$ cat config.mk
export PLATFORM = sky130hd
export DESIGN_NAME = edge_uart_rx_fifo
export DESIGN_NICKNAME = d
export VERILOG_FILES = /design/src/rtl/edge_uart_rx_fifo.sv
export SDC_FILE = /design/constraint.sdc
export NUM_CORES = 1
export LEC_CHECK = 0
export BUFFER_PORTS_ARGS = -buffer_cell sky130_fd_sc_hd__clkbuf_2
export CAP_MARGIN = 30
export CELL_PAD_IN_SITES_DETAIL_PLACEMENT = 0
export CELL_PAD_IN_SITES_GLOBAL_PLACEMENT = 1
export CORE_MARGIN = 3
export CORE_UTILIZATION = 50
export CTS_CLUSTER_SIZE = 10
export DETAILED_ROUTE_END_ITERATION = 7
export GPL_TIMING_DRIVEN = 0
export HOLD_SLACK_MARGIN = 0.06
export PLACE_DENSITY = 0.73
export SYNTH_ARGS = -nofsm -noshare
export SYNTH_HDL_FRONTEND = slang
export SYNTH_SLANG_ARGS = --single-unit
$ cat constraint.sdc
create_clock -name clock -period 5.95 [get_ports clock]
set_input_delay 0.595 -clock clock [delete_from_list [all_inputs] [get_ports clock]]
set_output_delay 0.595 -clock clock [all_outputs]
set_load 0.005 [all_outputs]
$ cat src/rtl/edge_uart_rx_fifo.sv
// 16x-oversampled 8N1 UART receiver feeding a first-word-fall-through byte FIFO.
// Define EDGE_UART_RX_PARITY_EN to expect an even-parity bit between D7 and the stop bit.
module edge_uart_rx_fifo #(
    parameter int DIV       = 54,
    parameter int DEPTH     = 16,
    parameter int IRQ_LEVEL = 1
) (
    input  logic                   clock,
    input  logic                   reset,
    input  logic                   rx,
    output logic [7:0]             rx_data,
    output logic                   rx_valid,
    input  logic                   rx_ready,
    output logic [$clog2(DEPTH):0] rx_count,
    output logic                   overrun,
    output logic                   frame_err,
    output logic                   parity_err,
    input  logic                   clear_err,
    output logic                   rx_irq
);
    localparam int          AW      = $clog2(DEPTH);
    localparam logic [15:0] DIV_M1  = 16'(DIV - 1);
    localparam logic [AW:0] DEPTH_C = (AW+1)'(DEPTH);
    localparam logic [AW:0] IRQ_C   = (AW+1)'(IRQ_LEVEL);
    localparam logic [AW:0] ONE_C   = (AW+1)'(1);

    typedef enum logic [2:0] {
        S_IDLE   = 3'd0,
        S_START  = 3'd1,
        S_DATA   = 3'd2,
`ifdef EDGE_UART_RX_PARITY_EN
        S_PARITY = 3'd3,
`endif
        S_STOP   = 3'd4
    } state_t;

`ifdef EDGE_UART_RX_PARITY_EN
    localparam state_t S_AFTER_DATA = S_PARITY;
`else
    localparam state_t S_AFTER_DATA = S_STOP;
`endif

    state_t      state_q, state_d;
    logic        sync1_q, sync1_d, sync2_q, sync2_d;
    logic [15:0] div_q, div_d;
    logic [3:0]  sc_q, sc_d;
    logic [2:0]  bitcnt_q, bitcnt_d;
    logic [7:0]  shift_q, shift_d;
    logic [AW:0] wr_q, wr_d, rd_q, rd_d;
    logic [7:0]  mem_q [DEPTH];
    logic [7:0]  mem_d [DEPTH];
    logic        overrun_q, overrun_d, frame_q, frame_d, irq_q, irq_d;
`ifdef EDGE_UART_RX_PARITY_EN
    logic        par_bad_q, par_bad_d, perr_q, perr_d, par_set;
`endif

    logic        rxs, tick, sample, bit_end;
    logic        push, frame_set, pop, full, wr_en;
    logic [AW:0] count;

    assign rxs     = sync2_q;
    assign tick    = (div_q == DIV_M1);
    assign sample  = tick && (sc_q == 4'd7);
    assign bit_end = tick && (sc_q == 4'd15);

    // FSM: state register plus all other resettable flops
    always_ff @(posedge clock) begin
        if (reset) begin
            state_q   <= S_IDLE;
            sync1_q   <= 1'b1;
            sync2_q   <= 1'b1;
            div_q     <= '0;
            sc_q      <= '0;
            bitcnt_q  <= '0;
            shift_q   <= '0;
            wr_q      <= '0;
            rd_q      <= '0;
            overrun_q <= 1'b0;
            frame_q   <= 1'b0;
            irq_q     <= 1'b0;
`ifdef EDGE_UART_RX_PARITY_EN
            par_bad_q <= 1'b0;
            perr_q    <= 1'b0;
`endif
        end else begin
            state_q   <= state_d;
            sync1_q   <= sync1_d;
            sync2_q   <= sync2_d;
            div_q     <= div_d;
            sc_q      <= sc_d;
            bitcnt_q  <= bitcnt_d;
            shift_q   <= shift_d;
            wr_q      <= wr_d;
            rd_q      <= rd_d;
            overrun_q <= overrun_d;
            frame_q   <= frame_d;
            irq_q     <= irq_d;
`ifdef EDGE_UART_RX_PARITY_EN
            par_bad_q <= par_bad_d;
            perr_q    <= perr_d;
`endif
        end
    end

    always_ff @(posedge clock) begin
        mem_q <= mem_d;
    end

    // Next-state; STOP returns to IDLE at mid-bit so a back-to-back start edge is caught
    always_comb begin
        state_d = state_q;
        case (state_q)
            S_IDLE:   if (!rxs) state_d = S_START;
            S_START: begin
                if (sample && rxs)  state_d = S_IDLE;
                else if (bit_end)   state_d = S_DATA;
            end
            S_DATA:   if (bit_end && bitcnt_q == 3'd7) state_d = S_AFTER_DATA;
`ifdef EDGE_UART_RX_PARITY_EN
            S_PARITY: if (bit_end) state_d = S_STOP;
`endif
            S_STOP:   if (sample) state_d = S_IDLE;
            default:  state_d = S_IDLE;
        endcase
    end

    always_comb begin
        push      = 1'b0;
        frame_set = 1'b0;
`ifdef EDGE_UART_RX_PARITY_EN
        par_set   = 1'b0;
`endif
        if (state_q == S_STOP && sample) begin
            if (!rxs) frame_set = 1'b1;
`ifdef EDGE_UART_RX_PARITY_EN
            else if (par_bad_q) par_set = 1'b1;
`endif
            else push = 1'b1;
        end
    end

    always_comb begin
        sync1_d  = rx;
        sync2_d  = sync1_q;
        div_d    = (state_q == S_IDLE || tick) ? 16'd0 : div_q + 16'd1;
        sc_d     = (state_q == S_IDLE) ? 4'd0 : (tick ? sc_q + 4'd1 : sc_q);
        bitcnt_d = bitcnt_q;
        shift_d  = shift_q;
        if (state_q == S_START) bitcnt_d = 3'd0;
        if (state_q == S_DATA) begin
            if (sample)  shift_d  = {rxs, shift_q[7:1]};
            if (bit_end) bitcnt_d = bitcnt_q + 3'd1;
        end
`ifdef EDGE_UART_RX_PARITY_EN
        par_bad_d = par_bad_q;
        if (state_q == S_START) par_bad_d = 1'b0;
        if (state_q == S_PARITY && sample) par_bad_d = ^{shift_q, rxs};
`endif
    end

    // FIFO; pointers carry one extra bit so full and empty are distinguishable
    always_comb begin
        count     = wr_q - rd_q;
        full      = (count == DEPTH_C);
        pop       = rx_valid && rx_ready;
        wr_en     = push && (!full || pop);
        wr_d      = wr_en ? wr_q + ONE_C : wr_q;
        rd_d      = pop ? rd_q + ONE_C : rd_q;
        mem_d     = mem_q;
        if (wr_en) mem_d[wr_q[AW-1:0]] = shift_q;
        overrun_d = (overrun_q && !clear_err) || (push && full && !pop);
        frame_d   = (frame_q && !clear_err) || frame_set;
        irq_d     = (count >= IRQ_C);
`ifdef EDGE_UART_RX_PARITY_EN
        perr_d    = (perr_q && !clear_err) || par_set;
`endif
    end

    assign rx_valid  = (count != '0);
    assign rx_data   = rx_valid ? mem_q[rd_q[AW-1:0]] : 8'h00;
    assign rx_count  = count;
    assign overrun   = overrun_q;
    assign frame_err = frame_q;
    assign rx_irq    = irq_q;
`ifdef EDGE_UART_RX_PARITY_EN
    assign parity_err = perr_q;
`else
    assign parity_err = 1'b0;
`endif

endmodule

==> reports/results.txt, run 1 <==
Worst Path Class, Setup: flip-flop to output pin
CTS Hold Bufs: 0
RSZ-0062 raised after global routing: no
Slew headroom: 49.59%
routed via count: 4169
post-synthesis sequential area ratio: 64.11%
most numerous cell in the Yosys netlist: edfxtp_1
largest net degree at the start of global routing: 19
Slew Viols, Final: 0
final hold slack: 0.3579 ns
Sum Neg Setup Slack: 0 ns
DRC Markers: 0
crit path buf inv count: 5
GRT Util Overall: 19.01%
GRT overflow: 0
most frequent cells after synthesis: 128 x edfxtp_1, 49 x dfxtp_1, 42 x nor2_1, 40 x mux4_2, 21 x nand2_1
antenna viol nets, final: 0
fmax: 208.7 MHz
Worst Path Max Fanout: 10
Worst EP required: 5.36 ns
Clk Latency, worst-skew pair: 0.43 ns
Seq cells post-synth: 177
Synth async-reset ratio: 0%
setup bufs post-CTS: 0
first-pass GRT wire length: 23240 microns
DP Worst Slack: 1.547 ns
final worst path period share: 80.55%
die area: 16560 sq um
mapped cell area: 7526 sq um
die height: 128.7 microns
P&R area growth vs syn: 11.70%
# IOs: 23
pwr dens: 356.4 nW/um^2
initial antenna violation count: 0
Worst Skew: 0.009094 ns
Inserted Clock Buffers: 17
core area: 14640 sq um
MaxCap Viol Count: 0
Post-Syn Nets: 511
Worst path max stage delay: 0.56 ns
arrival time of the worst setup path: 4.20 ns
Vias/cell: 5.727
# setup viols final: 0
Primary FF master, synth: edfxtp_1
Hold Path Class: input port to flip-flop
cell taking the most area after synthesis: edfxtp_1
crit start category: flip-flop
status: finished clean
nets@finish: 551
port bufs: 21
crit path cell chain: clkbuf_1 -> buf_1 -> inv_1 -> fa_1 -> and3_1 -> or3_1 -> a22oi_1 -> clkbuf_1 -> nor2b_1 -> clkbuf_2
vias in the first global route: 4156
Pleak: 2.829 nW
warnings from Yosys: 0
Avg WL per Cell: 20.05 microns
CTS root buffer: clkbuf_16
post-synth top area share: 51.07%
HPWL after detailed placement: 9804 microns
Worst setup EP type: output pin
CTS tree: done
Clk pin slew, worst setup/hold paths: 0.06 ns
initial DRC count: 320
critical path's top delay family: buffers and inverters
Mapped Cells: 491
Worst-Margin Slew: 0.7551 ns
Chip Width: 128.7 microns
Clock Sinks: 177
CP dominant cell by count: clkbuf_1
DRT Pass-1 Iters: 4
CTS resizes: 0
CP max-delay cell: clkbuf_1
Final Hold Vio Count: 0
Starting Density: 51.39%
Ant. Diodes: 0
Cell variety after synth: 54
H-tree levels: 4
Tmin final: 4.792 ns
Post-synth EDFFs: 128
placer's final routability congestion estimate: 0.8043
layout cell share with drive strength beyond 1: 22.06%
min setup slack post-route: 1.158 ns
Total Wirelength: 14600 microns
Post-Syn Area per Cell: 15.33 sq um
Worst IR Drop VDD: 193.9 uV
fill cell count: 1171
clk buf depth: 2
FP Rows: 44
synth top area cells: edfxtp_1 51%, dfxtp_1 13%, mux4_2 12%, ha_1 2.3%, nor2_1 2.1%
worst register-to-register path, cell delays in order, from the launching register on:
cell and delay (ns):
dfxtp_1 0.33, clkbuf_1 0.41, buf_1 0.55, inv_1 0.18, fa_1 0.46, and3_1 0.18
or3_1 0.40, and3b_1 0.23, buf_2 0.17, a211oi_4 0.39, buf_6 0.18, and3_1 0.53
cell families after synthesis:
group / Yosys count / synth area share [%]
simple gates: 155 / 12.10
mux: 55 / 14.05
compound gates: 35 / 3.026
buf+inv: 35 / 1.978
other cells: 1 / 0.04983
xor+xnor: 18 / 2.095
flops: 177 / 64.11
fa+ha+maj: 15 / 2.594
report_power, final:
part	switching, mW	internal [mW]
Clock	0.443	0.578
Sequential	0.00788	1.32
Combinational	0.332	0.318
Total	0.783	2.21
cell usage in the layout, fill, tap and decap left out, types with 15 or more instances in the layout:
| cell type | Yosys | routed |
|---|---|---|
| dfxtp_1 | 49 | 49 |
| clkbuf_16 | 0 | 18 |
| nand2_1 | 21 | 21 |
| clkbuf_2 | 0 | 21 |
| mux4_2 | 40 | 40 |
| clkbuf_1 | 12 | 15 |
| nor2_1 | 42 | 42 |
| edfxtp_1 | 128 | 128 |
| a21oi_1 | 15 | 15 |
| nor2b_1 | 17 | 17 |
through the flow:
| step | std cells | util [%] | power [mW] | instance area, sq um |
|---|---|---|---|---|
| finish | 728 | 57.41 | 2.996 | 8407 |
| global route | 728 | 57.41 | 3.137 | 8407 |
| CTS | 728 | 57.41 | 3.028 | 8407 |
| detailed placement | 696 | 53.68 | 2.014 | 7861 |
| global placement | 696 | 53.68 | 2.008 | 7861 |
| floorplan | 491 | - | 1.804 | 7526 |
state kept, by name (all words and copies together), names as in the netlist:
| name | count |
|---|---|
| sync1_q | 1 |
| div_q | 16 |
| rd_q | 5 |
| bitcnt_q | 3 |
| rx_irq | 1 |
| shift_q | 8 |
| sc_q | 4 |
| rxs | 1 |
| mem_q | 128 |
| frame_err | 1 |
| state_q | 3 |
| wr_q | 5 |
| overrun | 1 |
cell type report:
class / instances / area [sq um] / area share [%]
Clock buffer: 23 / 489.2 / 5.819
Timing Repair Buffer: 21 / 105.1 / 1.250
Clock inverter: 9 / 56.30 / 0.6697
Inverter: 14 / 52.55 / 0.6251
Tap cell: 184 / 230.2 / 2.739
Sequential cell: 177 / 4825 / 57.39
Multi-Input combinational cell: 279 / 2552 / 30.36
Buffer: 21 / 96.34 / 1.146
path summary, 6_finish.rpt:
kind / to / depth (start not counted) / from / slack, ns
worst max-delay path: rx_data[6] / 10 / rd_q[1] / 1.16
worst min-delay path: sync1_q / 2 / rx / 0.36
worst max register to register: mem_q[50] / 11 / rd_q[1] / 1.60
worst min register to register: rxs / 1 / sync1_q / 0.41
routing by layer:
layer  global-route usage (%)  part of all wire, %  up-vias  wire [microns]
met1                    26.30                   46     2094            6652
met3                    3.985                  3.9       16             572
met2                    30.46                   49       97            7145
li1                         -                    -     1962               -
met4                    6.177                  1.6        0             228
met5                        0                    0        -               0
No activity file was read; power rests on OpenSTA's default activity.
==> run 2, diff against run 1 <==
- ABC_AREA: unset -> 1
- CORE_UTILIZATION: 50 -> 49
- PLACE_DENSITY: 0.73 -> 0.76
- clock period: 5.95 -> 4.8 ns (I/O delays scaled with it)
==> reports/results.txt, run 2 <==
Worst-Margin Slew: 0.8684 ns (+0.1133 ns)
P&R area growth vs syn: 12.13%
routed via count: 5496 (+32%)
Vias/cell: 5.436 (-5.1%)
GRT overflow: 0 (unchanged)
synth top area cells: edfxtp_1 50%, dfxtp_1 13%, nand2_1 8.9%, a21oi_1 4.6%, nor2_1 3.2%
Clk pin slew, worst setup/hold paths: 0.06 ns (about the same)
Sum Neg Setup Slack: 0 ns (unchanged)
most frequent cells in the layout: 183 x nand2_1, 128 x edfxtp_1, 71 x a21oi_1, 65 x nor2_1, 49 x dfxtp_1
HPWL after detailed placement: 12460 microns (+27%)
Worst Skew: 0.009586 ns (+0.0004922 ns)
Post-synth EDFFs: 128 (unchanged)
Compound-Gate Fraction of Synth Area: 9.557% (+6.5 points)
Hold Path Origin: rx
most common cell after layout, fill and taps aside: nand2_1
crit start category: flip-flop
Seq cells post-synth: 177 (unchanged)
antenna viol nets, final: 0 (unchanged)
dpl cell area: 8107 sq um (+3.1%)
mapped cell area: 7737 sq um (+2.8%)
core area: 15310 sq um (+4.6%)
nets@finish: 807 (+46%)
Cell variety after synth: 39 (-28%)
WHS Endpoint: sync1_q
number of flip-flops in the largest register: 128 (unchanged)
die area: 17330 sq um (+4.7%)
post-synthesis mux area share: 0% (-14 points)
post-synth top area share: 49.68% (-1.4 points)
setup bufs post-CTS: 0 (unchanged)
reg2reg setup slack: 1.04 ns (-0.56 ns)
Worst Path Max Fanout: 11 (+1)
Worst path max stage delay: 0.73 ns (+0.17 ns)
Post-Syn Area per Cell: 10.36 sq um (-32%)
clk buf depth: 2 (unchanged)
Clock power frac: 42.3% (+8.2 points)
warnings from Yosys: 0 (unchanged)
FF-to-FF End: mem_q[103]
CTS resizes: 0 (unchanged)
Post-Synth Adder-Cell Area: 2.523% (-0.071 points)
Hold Path Class: input port to flip-flop
cell area after layout: 8676 sq um (+3.2%)
fmax: 266.0 MHz
pwr dens: 364.1 nW/um^2 (+2.2%)
GRT Util Overall: 21.54% (+2.5 points)
most frequent cells after synthesis: 183 x nand2_1, 128 x edfxtp_1, 71 x a21oi_1, 65 x nor2_1, 49 x dfxtp_1
hold depth: 2 (unchanged)
die height: 131.7 microns (+2.3%)
CTS tree: done
placer's final routability congestion estimate: 0.8585 (+6.7%)
Worst setup EP type: flip-flop
Worst R2R Path Depth: 13 (+2)
Psw: 0.7103 mW (-9.3%)
DRT Pass-1 Iters: 5 (+1)
Slew Viols, Final: 0 (unchanged)
crit path buf inv count: 5 (unchanged)
Clk Latency, worst-skew pair: 0.43 ns (about the same)
first-pass GRT wire length: 28910 microns (+24%)
post-synthesis sequential area ratio: 62.35% (-1.8 points)
main combinational cell family by area after synthesis: simple AND/OR/NAND/NOR gates
Clock Sinks: 177 (unchanged)
crit path cell chain: buf_2 -> inv_1 -> buf_2 -> buf_2 -> fa_1 -> nand3_1 -> nand2_1 -> xnor2_1 -> nor2_1 -> nand2_1 -> buf_2 -> nand4_2 -> nor2_1
CP max-delay cell: nor2_1
reg2reg start: rd_q[1]
# setup viols final: 0 (unchanged)
Inserted Clock Buffers: 17 (unchanged)
Pleak: 3.178 nW (+12%)
final worst path period share: 78.33%
MaxCap Viol Count: 0 (unchanged)
H-tree levels: 4 (unchanged)
largest net degree at the start of global routing: 19 (unchanged)
arrival time of the worst setup path: 3.81 ns (-0.39 ns)
cell taking the most area after synthesis: edfxtp_1
leading registers by flop count: mem_q: 128 flops, div_q: 16 flops, shift_q: 8 flops
Reg power frac: 52.1% (+7.9 points)
FP Rows: 45 (+2.3%)
Gate power share: 5.6% (-16 points)
Starting Density: 50.52% (-0.87 points)
Total Wirelength: 18230 microns (+25%)
Avg WL per Cell: 18.03 microns (-10%)
Simple-Gate Fraction of Synth Area: 20.18% (+8.1 points)
# IOs: 23 (unchanged)
vias in the first global route: 5364 (+29%)
status: finished clean
initial DRC count: 463 (+45%)
critical path's top delay family: simple AND/OR/NAND/NOR gates
Mapped Cells: 747 (+52%)
Pint: 2.449 mW (+11%)
initial antenna violation count: 0 (unchanged)
CP dominant cell by count: buf_2
Tmin final: 3.760 ns
Chip Width: 131.7 microns (+2.3%)
Tot Pwr: 3.159 mW (+5.4%)
port bufs: 21 (unchanged)
XOR/XNOR Fraction of Synth Area: 1.358% (-0.74 points)
layout cell share with drive strength beyond 1: 11.75% (-10 points)
Post-Syn Nets: 767 (+50%)
largest reg by FF count: mem_q
Synth async-reset ratio: 0% (unchanged)
Primary FF master, synth: edfxtp_1
sw frac: 22.49% (-3.7 points)
CTS root buffer: clkbuf_16
Worst EP required: 4.85 ns (-0.51 ns)
CTS Hold Bufs: 0 (unchanged)
DRC Markers: 0 (unchanged)
Worst IR Drop VDD: 233.9 uV (+21%)
Slew headroom: 41.89% (-7.7 points)
most numerous cell in the Yosys netlist: nand2_1
RSZ-0062 raised after global routing: no
Ant. Diodes: 0 (unchanged)
Worst Path Class, Setup: flip-flop to flip-flop
Final Hold Vio Count: 0 (unchanged)
==> run 2: worst register-to-register path, stage by stage (launching register included) <==
cell	delay, ns
dfxtp_1	0.32
buf_2	0.28
inv_1	0.13
buf_2	0.22
buf_2	0.25
fa_1	0.45
nand3_1	0.08
nand2_1	0.09
xnor2_1	0.19
nor2_1	0.06
nand2_1	0.08
buf_2	0.24
nand4_2	0.25
nor2_1	0.74
==> run 2: logic make-up (layout without fill, tap and decap cells) <==
family / after synthesis / count (layout)
compound gates: 122 / 122
buf+inv: 78 / 131
flops: 177 / 177
other cells: 1 / 1
xor+xnor: 12 / 12
fa+ha+maj: 15 / 15
simple gates: 342 / 342
==> run 2: worst max path at each step <==
stage	from	to	slack, ns	cells past startpoint
6_report	rd_q[1]	mem_q[103]	1.04	13
5_1_grt	rd_q[1]	mem_q[85]	0.83	13
4_1_cts	rd_q[1]	rx_data[7]	1.04	13
3_5_place_dp	rd_q[1]	mem_q[83]	1.06	13
3_3_place_gp	rd_q[1]	mem_q[57]	1.10	13
2_1_floorplan	rd_q[1]	mem_q[104]	1.90	13
==> run 2: power by group through the flow <==
stage	sequential, mW	clock [mW]	combinational, mW
detailed placement	1.68	0	0.176
finish	1.65	1.34	0.176
global route	1.65	1.42	0.200
global placement	1.68	0	0.169
floorplan	1.68	0	0.139
CTS	1.65	1.35	0.177
==> run 2: metrics by stage <==
stage	hold slack, ns	cells	util, %	setup slack (ns)
final	0.2386	1011	56.65	1.040
after CTS	0.2266	1011	56.65	1.042
after global routing	0.2342	1011	56.65	0.8252
after floorplan	0.3895	747	-	1.902
after global placement	0.3958	979	52.93	1.100
after detailed placement	0.3968	979	52.93	1.065
==> run 2: final cells by class <==
class / count / area [sq um]
Multi-Input combinational cell: 492 / 2605
Clock inverter: 14 / 140.1
Inverter: 50 / 187.7
Sequential cell: 177 / 4825
Tap cell: 211 / 264.0
Clock buffer: 18 / 429.2
Fill cell: 1333 / 6639
Timing Repair Buffer: 21 / 105.1
Buffer: 28 / 120.1
==> run 2: layer usage <==
layer	routed length [microns]	vias to the layer above	GRT usage (%)
li1	-	2683	-
met1	8069	2659	28.80
met2	9023	141	36.70
met3	930	13	3.446
met4	209	0	5.893
met5	0	-	0
